$ cat src/rtl/rv_csr_sequencer_if.sv
// Command channel from the execute stage into the CSR/trap sequencer.
// Valid/ready handshake; a command transfers on valid & ready.
interface rv_csr_sequencer_if;
    logic        cmd_valid_i;
    logic        cmd_ready_o;
    logic [1:0]  cmd_type_i;
    logic [11:0] cmd_adr_i;
    logic [1:0]  cmd_op_i;
    logic [31:0] cmd_op1_i;
    logic        cmd_x0_i;
    logic [4:0]  cmd_rd_i;
    logic [29:0] cmd_pc_i;

    modport master (
        output cmd_valid_i, cmd_type_i, cmd_adr_i, cmd_op_i, cmd_op1_i,
               cmd_x0_i, cmd_rd_i, cmd_pc_i,
        input  cmd_ready_o
    );

    modport slave (
        input  cmd_valid_i, cmd_type_i, cmd_adr_i, cmd_op_i, cmd_op1_i,
               cmd_x0_i, cmd_rd_i, cmd_pc_i,
        output cmd_ready_o
    );
endinterface

$ cat src/rtl/rv_csr_sequencer.sv
// Machine-mode SYSTEM command sequencer between execute stage and CSR unit.
// Latency: CSR 2 cycles to writeback, trap 2 cycles to redirect, MRET 1 cycle.
// Backpressure: one command in flight; ready only in IDLE with no pending interrupt.
module rv_csr_sequencer (
    input  logic        clk_i,
    input  logic        rst_i,
    rv_csr_sequencer_if.slave cmd,
    output logic        csr_ce_o,
    output logic [11:0] csr_adr_o,
    output logic [1:0]  csr_op_o,
    output logic [31:0] csr_op1_o,
    output logic        csr_x0_o,
    input  logic        csr_we_i,
    input  logic [31:0] csr_wdata_i,
    input  logic        csr_exception_i,
    output logic        mtrap_strobe_o,
    output logic [3:0]  mcause_o,
    output logic [29:0] mepc_o,
    output logic        cmd_tret_o,
    input  logic        interrupt_exec_i,
    output logic        interrupt_ack_o,
    input  logic [29:0] next_pc_i,
    input  logic [29:0] mtvec_i,
    input  logic [29:0] mepc_i,
    output logic        rd_we_o,
    output logic [4:0]  rd_adr_o,
    output logic [31:0] rd_wdata_o,
    output logic        redirect_o,
    output logic [29:0] redirect_pc_o
);
    localparam logic [3:0] CAUSE_ILLEGAL = 4'h2;
    localparam logic [3:0] CAUSE_EBREAK  = 4'h3;
    localparam logic [3:0] CAUSE_ECALL   = 4'hB;

    localparam logic [1:0] TYPE_CSR    = 2'b00;
    localparam logic [1:0] TYPE_ECALL  = 2'b01;
    localparam logic [1:0] TYPE_EBREAK = 2'b10;

    typedef enum logic [2:0] {
        S_IDLE, S_ISSUE, S_WAIT, S_TRAP, S_REDIR, S_RET
    } state_t;

    state_t      state_q;
    logic [11:0] adr_q;
    logic [1:0]  op_q;
    logic [31:0] op1_q;
    logic        x0_q;
    logic [4:0]  rd_q;
    logic [29:0] pc_q;     // command PC, or next_pc_i when taking an interrupt
    logic [3:0]  cause_q;
    logic        irq_q;

    always_ff @(posedge clk_i or posedge rst_i) begin
        if (rst_i) begin
            state_q <= S_IDLE;
            adr_q   <= '0;
            op_q    <= '0;
            op1_q   <= '0;
            x0_q    <= 1'b0;
            rd_q    <= '0;
            pc_q    <= '0;
            cause_q <= '0;
            irq_q   <= 1'b0;
        end else begin
            case (state_q)
                S_IDLE: begin
                    if (interrupt_exec_i) begin
                        irq_q   <= 1'b1;
                        pc_q    <= next_pc_i;
                        cause_q <= 4'h0;
                        state_q <= S_TRAP;
                    end else if (cmd.cmd_valid_i) begin
                        adr_q <= cmd.cmd_adr_i;
                        op_q  <= cmd.cmd_op_i;
                        op1_q <= cmd.cmd_op1_i;
                        x0_q  <= cmd.cmd_x0_i;
                        rd_q  <= cmd.cmd_rd_i;
                        pc_q  <= cmd.cmd_pc_i;
                        case (cmd.cmd_type_i)
                            TYPE_CSR: begin
                                if (cmd.cmd_op_i == 2'b00) begin
                                    cause_q <= CAUSE_ILLEGAL;
                                    state_q <= S_TRAP;
                                end else begin
                                    state_q <= S_ISSUE;
                                end
                            end
                            TYPE_ECALL: begin
                                cause_q <= CAUSE_ECALL;
                                state_q <= S_TRAP;
                            end
                            TYPE_EBREAK: begin
                                cause_q <= CAUSE_EBREAK;
                                state_q <= S_TRAP;
                            end
                            default: state_q <= S_RET;
                        endcase
                    end
                end
                S_ISSUE: state_q <= S_WAIT;
                S_WAIT: begin
                    // A writeback wins if the CSR unit ever flags both at once.
                    if (csr_we_i) begin
                        state_q <= S_IDLE;
                    end else if (csr_exception_i) begin
                        cause_q <= CAUSE_ILLEGAL;
                        state_q <= S_TRAP;
                    end
                end
                S_TRAP:  state_q <= S_REDIR;
                S_REDIR: begin
                    irq_q   <= 1'b0;
                    state_q <= S_IDLE;
                end
                S_RET:   state_q <= S_IDLE;
                default: state_q <= S_IDLE;
            endcase
        end
    end

    logic in_access;
    logic wb_hit;
    assign in_access = (state_q == S_ISSUE) || (state_q == S_WAIT);
    assign wb_hit    = (state_q == S_WAIT) && csr_we_i;

    assign cmd.cmd_ready_o = (state_q == S_IDLE) && !interrupt_exec_i && !rst_i;

    assign csr_ce_o  = (state_q == S_ISSUE);
    assign csr_adr_o = in_access ? adr_q : '0;
    assign csr_op_o  = in_access ? op_q  : '0;
    assign csr_op1_o = in_access ? op1_q : '0;
    assign csr_x0_o  = in_access && x0_q;

    assign mtrap_strobe_o  = (state_q == S_TRAP);
    assign mcause_o        = (state_q == S_TRAP) ? cause_q : '0;
    assign mepc_o          = (state_q == S_TRAP) ? pc_q : '0;
    assign interrupt_ack_o = (state_q == S_TRAP) && irq_q;

    assign cmd_tret_o    = (state_q == S_RET);
    assign redirect_o    = (state_q == S_REDIR) || (state_q == S_RET);
    assign redirect_pc_o = (state_q == S_REDIR) ? mtvec_i :
                           (state_q == S_RET)   ? mepc_i  : '0;

    // Writeback is combinational on the CSR unit's response pulse.
    assign rd_we_o    = wb_hit && (rd_q != 5'd0);
    assign rd_adr_o   = wb_hit ? rd_q : '0;
    assign rd_wdata_o = wb_hit ? csr_wdata_i : '0;
endmodule
$ cat src/flat_wrapper.sv
// flat-port wrapper written by rule: the top's interface ports become plain ports
module rv_csr_sequencer_flat 
  (clk_i, rst_i, csr_ce_o, csr_adr_o, csr_op_o, csr_op1_o, csr_x0_o, csr_we_i, csr_wdata_i, csr_exception_i, mtrap_strobe_o, mcause_o, mepc_o, cmd_tret_o, interrupt_exec_i, interrupt_ack_o, next_pc_i, mtvec_i, mepc_i, rd_we_o, rd_adr_o, rd_wdata_o, redirect_o, redirect_pc_o, cmd_cmd_valid_i, cmd_cmd_type_i, cmd_cmd_adr_i, cmd_cmd_op_i, cmd_cmd_op1_i, cmd_cmd_x0_i, cmd_cmd_rd_i, cmd_cmd_pc_i, cmd_cmd_ready_o);
  rv_csr_sequencer_if cmd_i ();
  input  logic clk_i;
  input  logic rst_i;
  output logic csr_ce_o;
  output logic [11:0] csr_adr_o;
  output logic [1:0] csr_op_o;
  output logic [31:0] csr_op1_o;
  output logic csr_x0_o;
  input  logic csr_we_i;
  input  logic [31:0] csr_wdata_i;
  input  logic csr_exception_i;
  output logic mtrap_strobe_o;
  output logic [3:0] mcause_o;
  output logic [29:0] mepc_o;
  output logic cmd_tret_o;
  input  logic interrupt_exec_i;
  output logic interrupt_ack_o;
  input  logic [29:0] next_pc_i;
  input  logic [29:0] mtvec_i;
  input  logic [29:0] mepc_i;
  output logic rd_we_o;
  output logic [4:0] rd_adr_o;
  output logic [31:0] rd_wdata_o;
  output logic redirect_o;
  output logic [29:0] redirect_pc_o;
  input wire logic [$bits(cmd_i.cmd_valid_i)-1:0] cmd_cmd_valid_i;
  input wire logic [$bits(cmd_i.cmd_type_i)-1:0] cmd_cmd_type_i;
  input wire logic [$bits(cmd_i.cmd_adr_i)-1:0] cmd_cmd_adr_i;
  input wire logic [$bits(cmd_i.cmd_op_i)-1:0] cmd_cmd_op_i;
  input wire logic [$bits(cmd_i.cmd_op1_i)-1:0] cmd_cmd_op1_i;
  input wire logic [$bits(cmd_i.cmd_x0_i)-1:0] cmd_cmd_x0_i;
  input wire logic [$bits(cmd_i.cmd_rd_i)-1:0] cmd_cmd_rd_i;
  input wire logic [$bits(cmd_i.cmd_pc_i)-1:0] cmd_cmd_pc_i;
  output wire logic [$bits(cmd_i.cmd_ready_o)-1:0] cmd_cmd_ready_o;
  assign cmd_i.cmd_valid_i = cmd_cmd_valid_i;
  assign cmd_i.cmd_type_i = cmd_cmd_type_i;
  assign cmd_i.cmd_adr_i = cmd_cmd_adr_i;
  assign cmd_i.cmd_op_i = cmd_cmd_op_i;
  assign cmd_i.cmd_op1_i = cmd_cmd_op1_i;
  assign cmd_i.cmd_x0_i = cmd_cmd_x0_i;
  assign cmd_i.cmd_rd_i = cmd_cmd_rd_i;
  assign cmd_i.cmd_pc_i = cmd_cmd_pc_i;
  assign cmd_cmd_ready_o = cmd_i.cmd_ready_o;
  rv_csr_sequencer u_core (.clk_i(clk_i), .rst_i(rst_i), .cmd(cmd_i), .csr_ce_o(csr_ce_o), .csr_adr_o(csr_adr_o), .csr_op_o(csr_op_o), .csr_op1_o(csr_op1_o), .csr_x0_o(csr_x0_o), .csr_we_i(csr_we_i), .csr_wdata_i(csr_wdata_i), .csr_exception_i(csr_exception_i), .mtrap_strobe_o(mtrap_strobe_o), .mcause_o(mcause_o), .mepc_o(mepc_o), .cmd_tret_o(cmd_tret_o), .interrupt_exec_i(interrupt_exec_i), .interrupt_ack_o(interrupt_ack_o), .next_pc_i(next_pc_i), .mtvec_i(mtvec_i), .mepc_i(mepc_i), .rd_we_o(rd_we_o), .rd_adr_o(rd_adr_o), .rd_wdata_o(rd_wdata_o), .redirect_o(redirect_o), .redirect_pc_o(redirect_pc_o));
endmodule
$ cat config.mk
export PLATFORM = sky130hd
export DESIGN_NAME = rv_csr_sequencer_flat
export DESIGN_NICKNAME = d
export VERILOG_FILES = /design/src/rtl/rv_csr_sequencer_if.sv /design/src/rtl/rv_csr_sequencer.sv /design/src/flat_wrapper.sv
export SDC_FILE = /design/constraint.sdc
export NUM_CORES = 1
export LEC_CHECK = 0
export ABC_CLOCK_PERIOD_IN_PS = 2950
export BUFFER_PORTS_ARGS = -buffer_cell sky130_fd_sc_hd__buf_2
export CAP_MARGIN = 20
export CORE_AREA = 4 4 141 143
export CTS_CLUSTER_SIZE = 25
export DETAILED_ROUTE_END_ITERATION = 10
export DIE_AREA = 0 0 145 147
export GPL_ROUTABILITY_DRIVEN = 0
export PLACE_DENSITY = 0.59
export REMOVE_ABC_BUFFERS = 1
export SETUP_SLACK_MARGIN = 0.2
export SLEW_MARGIN = 25
export SYNTH_ARGS = -nofsm -noshare
export SYNTH_HDL_FRONTEND = slang
export SYNTH_SLANG_ARGS = --single-unit
$ cat constraint.sdc
create_clock -name clk_i -period 2.95 [get_ports clk_i]
set_input_delay 0.295 -clock clk_i [delete_from_list [all_inputs] [get_ports clk_i]]
set_output_delay 0.295 -clock clk_i [all_outputs]
set_load 0.02 [all_outputs]
# [After elaboration in Yosys (flattened, before gate mapping)]
# Cells that the tools add are included.
# W data, S select, Z words.
[classes] n_mux=27 n_reduce_logical=23 bitwise=1 n_eq_ne=14
[ops] operator="$mux W30" count=5
[ops] operator="$mux W32" count=2
[ops] operator="$mux W4" count=6
[ops] operator="$mux W12" count=1
[ops] operator="$mux W3" count=4
[ops] operator="$pmux W3 S4" count=1
[ops] operator="$pmux W4 S3" count=1
[ops] operator="$pmux W4 S2" count=1
[ops] operator="$eq A3 B2 Y1 const B" count=2
[ops] operator="$eq A3 B3 Y1 const B" count=2
[ops] operator="$logic_and A1 B1 Y1" count=6
[ops] operator="$ne A2 B2 Y1 const B" count=3
[ops] operator="$ne A3 B3 Y1 const B" count=2
[ops] operator="$pmux W3 S2" count=1
[ops] operator="$reduce_and A2 Y1" count=3
[ops] operator="$reduce_and A6 Y1" count=1
[ops] operator="$reduce_bool A2 Y1" count=3
[ops] operator="$mux W5" count=1
[ops] operator="$ne A5 B5 Y1 const B" count=1
[ops] operator="$reduce_bool A5 Y1" count=1
[ops] operator="$logic_not A2 Y1" count=2
[ops] operator="$mux W2" count=2
[ops] operator="$ne A4 B3 Y1 const B" count=1
[ops] operator="$eq A3 B1 Y1 const B" count=1
[ops] operator="10 further kinds" count=12
[totals] elab_cells=74 input_bits=212 output_inout_bits=155 reg_bits=90

# [Depth between registers and ports, before layout]
[depth] ltp_word=6 ltp_mapped=6 mapped_depth_nobuf=6

# [Worst setup path after synthesis]
# No wires, ideal clock.
[synth_timing] path_type="reg-to-output" startpoint="register u_core.state_q[2]" endpoint="output rd_we_o" required_time_ns=2.655 path_buffers=2 path_slack_ns=1.049 path_stages_with_launch=6 t_arrival_ns=1.606 cell_sequence="dfrtp_1 -> buf_6 -> nor3b_1 -> clkbuf_1 -> nand2_1 -> a21oi_1"
[synth_between] elab_chain_cells=3
[synth_lines] item="start, declared" line="rv_csr_sequencer.sv:43" source="state_t state_q;"
[synth_lines] item="start signal, assigned" line="rv_csr_sequencer.sv:55" source="state_q <= S_IDLE;"
[synth_lines] item="start signal, assigned" line="rv_csr_sequencer.sv:71" source="state_q <= S_TRAP;"
[synth_lines] item="start signal, assigned" line="rv_csr_sequencer.sv:83" source="state_q <= S_TRAP;"
[synth_lines] item="$eq A3 B2 Y1" line="rv_csr_sequencer.sv:124" source="assign wb_hit = (state_q == S_WAIT) && csr_we_i;"
[synth_lines] item="$logic_and A1 B1 Y1" line="rv_csr_sequencer.sv:124"
[synth_lines] item="$logic_and A1 B1 Y1" line="rv_csr_sequencer.sv:145" source="assign rd_we_o = wb_hit && (rd_q != 5'd0);"
[synth_lines] item="end, declared" line="flat_wrapper.sv:24" source="output logic rd_we_o;"
# Every way passes these cells.

# [Worst setup path in the final report]
[layout_timing] startpoint="register u_core.state_q[1]" endpoint="output redirect_pc_o[8]"
[layout_between] elab_chain_cells=3 elab_cells_between_ends=4 cone_classes="2 x eq/ne; 2 x mux"
[layout_lines] item="$eq A3 B3 Y1" line="rv_csr_sequencer.sv:142" source="(state_q == S_RET) ? mepc_i : '0;"
[layout_lines] item="$mux W30" line="rv_csr_sequencer.sv:142"
[layout_lines] item="$mux W30 *" line="rv_csr_sequencer.sv:141" source="assign redirect_pc_o = (state_q == S_REDIR) ? mtvec_i :"
[layout_lines] item="end, declared" line="flat_wrapper.sv:28" source="output logic [29:0] redirect_pc_o;"
# Every way passes the cells marked *; elsewhere a longest branch is shown, timed or not.

==> summary.txt <==
Floorplan
  – I/O pin count: 367
  – # rows: 50
  – Die Span Y: 147 um
  – Die area: 0.02132 mm2
  – Placeable Area: 0.01858 mm2
  – Initial Util: 27.59%
  – Die Wd: 145 um

Pwr
  – Power Dens Cells: 1027 mW/mm2
  – Leak pwr: 4.173 nW
  – Worst VDD drop: 379.2 uV

Worst setup path
  – Worst Path Buf+Inv: 3
  – Required time worst endpoint: 2.65 ns
  – Worst reg2reg setup slack: 0.89 ns
  – Critical path cell sequence: inv_1, nand2_1, buf_12, nor2_1, buf_2
  – Worst Setup End Kind: primary output
  – CP arrival: 2.14 ns
  – Worst setup path class: flop to primary output
  – Critical path launch point type: flop
  – Worst-path fanout max: 17
  – Critical Path Slowest Stage Cell: dfrtp_1
  – Worst flop-to-flop path startpoint: u_core.state_q[1]
  – Crit path largest cell delay: 0.66 ns
  – CP delay by family, top: flip-flops
  – End of the worst register-to-register path: u_core.state_q[2]
  – Worst r2r path cells: 5

Yosys
  – Yosys warns: 0
  – Netlist cell types: 33
  – Post-synth EDFFs: 0
  – Mean Syn Cell Area: 10.17 um2
  – Primary FF master, synth: dfrtp_1
  – Top-area cell type share of the netlist area: 43.45%
  – Main area contributors after synthesis: dfrtp_1, mux2i_1, mux2_2, and2_1, nor2_1
  – Synthesized area: 0.005126 mm2
  – Share of the yosys chip area belonging to registers: 43.45%
  – Yosys top cell by area: dfrtp_1
  – FF+latch count, synth: 89
  – Synth Instances: 504
  – Commonest cells post-synth: dfrtp_1, and2_1, nor2_1, mux2i_1, mux2_2
  – Count leader, synth: dfrtp_1
  – Post-synth ARST share: 100.0%

Timing
  – Max Slew Vio Count: 0
  – Min Hold Slack: 0.03451 ns
  – Crit path time final: 2.430 ns
  – Setup violators final: 0
  – Total negative slack: 0 ns
  – RSZ-0062 raised after global routing: false
  – PnR worst setup slack: 0.5197 ns
  – Final Hold Viols: 0
  – Max Clk Rate: 0.4115 GHz
  – Slew headroom: 54.41%
  – Max Clock Skew: 0.006430 ns
  – Worst-margin pin slew: 0.6831 ns
  – Tcrit/Tclk final: 82.38%

Clocking
  – Cts hold-fix bufs: 0
  – CTS tree: yes
  – CTS Buf Count: 9
  – CTS Sinks: 89
  – Post_cts resized: 0
  – Setup bufs post-CTS: 0
  – Clk slew on worst S/H paths: 0.07 ns
  – Max clock buf depth: 2
  – CTS H-tree depth: 3
  – Clock Root Buffer: clkbuf_16
  – Clock Latency Late Sink: 0.34 ns

GRT
  – Largest net degree at the start of global routing: 61
  – Grt total ovfl: 0
  – Gr usage total: 15.13%
  – First-pass GRT wire length: 25.82 mm
  – Antenna violations before repair: 0
  – Number of global-route vias before repair: 4954

Finish
  – Layout net count: 1064
  – Final core area utilization: 40.15%
  – Layout cells sized above 1: 53.11%
  – Area delta synth->final: 45.55%
  – Filler cell count: 1860
  – Design area: 0.007461 mm2

Worst hold path
  – Hold WC Path Type: primary input to async pin

Routing
  – Initial DRC count: 228
  – Via density: 4.489
  – Routed wire length: 16.91 mm
  – TritonRoute pass-1 iters: 4
  – Final ANT Viol Nets: 0
  – Vias: 4889
  – DRC Markers: 0
  – Average routed wire per standard cell: 15.53 um

Placed design
  – Post-place setup slack: 0.8676 ns
  – Buffers on Ports: 365
  – Area after DPL: 0.007186 mm2
  – Detail Placement HPWL: 13.32 mm

Run status
  – Status: completed

Flow run
  – Maxcap violations: 0
## flip-flops by register name, indices dropped and copies added (netlist names)
register,cells
u_core.op1_q,32
u_core.pc_q,30
u_core.adr_q,12
u_core.rd_q,5
u_core.cause_q,3
u_core.state_q,3
u_core.op_q,2
u_core.irq_q,1
u_core.x0_q,1
## layer usage
metal	vias up	global-route usage, %	wire length [um]
li1	2392	-	-
met1	2249	16.47	6286
met2	222	28.66	9044
met3	26	3.609	1178
met4	0	5.321	399
met5	-	0	0
## worst max-delay path by stage
stage	from	endpoint	slack, ns	cells after the start
after CTS	u_core.state_q[1]	cmd_tret_o	0.48	5
final	u_core.state_q[1]	redirect_pc_o[8]	0.52	5
after detailed placement	u_core.state_q[1]	redirect_pc_o[8]	0.87	5
after floorplan	u_core.state_q[0]	rd_we_o	-0.67	3
after global routing	u_core.state_q[1]	cmd_tret_o	0.30	5
after global placement	u_core.state_q[1]	u_core.state_q[2]	0.83	5
## placed cells by master, fill, tap and decap left out, types with 2 or more instances in the layout
| cell type | instances |
|---|---|
| a21oi_1 | 35 |
| and2_1 | 82 |
| and3_1 | 37 |
| buf_12 | 4 |
| buf_2 | 365 |
| buf_4 | 7 |
| clkbuf_16 | 9 |
| clkinv_4 | 2 |
| clkinvlp_4 | 2 |
| dfrtp_1 | 88 |
| diode_2 | 2 |
| ha_1 | 3 |
| inv_1 | 7 |
| mux2_2 | 52 |
| mux2i_1 | 62 |
| nand2_1 | 4 |
| nor2_1 | 67 |
| nor2b_1 | 2 |
| nor3b_1 | 2 |
| nor4_4 | 2 |
## kinds of logic after synthesis
| kind of cell | share of synthesized area [%] |
|---|---|
| and+or+nand+nor | 22.53 |
| muxes | 23.53 |
| DFF | 43.45 |
| buffers and inverters | 4.540 |
| AOI/OAI and AO/OA | 4.979 |
| adders and majority gates | 0.7323 |
| other | 0.07315 |
| xor gates and xnor gates | 0.1709 |
## stage by stage
| stage | std cells | total power, W |
|---|---|---|
| finish | 1089 | 0.007665 |
| global route | 1087 | 0.008241 |
| CTS | 1087 | 0.007799 |
| detailed placement | 1072 | 0.006679 |
| global placement | 1072 | 0.006634 |
| floorplan | 462 | 0.005064 |
## report_power, final
part | switching, W | internal, W | total [W]
registers | 0.000320 | 0.00183 | 0.00215
logic | 0.00262 | 0.00180 | 0.00442
clock network | 0.000513 | 0.000573 | 0.00109
total | 0.00345 | 0.00421 | 0.00766
## worst reg2reg max path, cell delays in order, from the launching register on
cell       delay (ns)
dfrtp_1          0.66
inv_1            0.19
nor3b_4          0.19
buf_4            0.33
a21oi_1          0.07
a2111oi_0        0.46
## layout make-up
class	instances	area (um2)	share of cell area, %
antenna	2	5.005	0.06708
clock buffer	10	229.0	3.069
clock inverter	5	41.29	0.5534
inverter	8	31.28	0.4193
multi-input combinational	365	2674	35.84
sequential	89	2228	29.87
tap	234	292.8	3.924
timing repair buffer	376	1959	26.26
No activity file was read; power rests on OpenSTA's default activity.
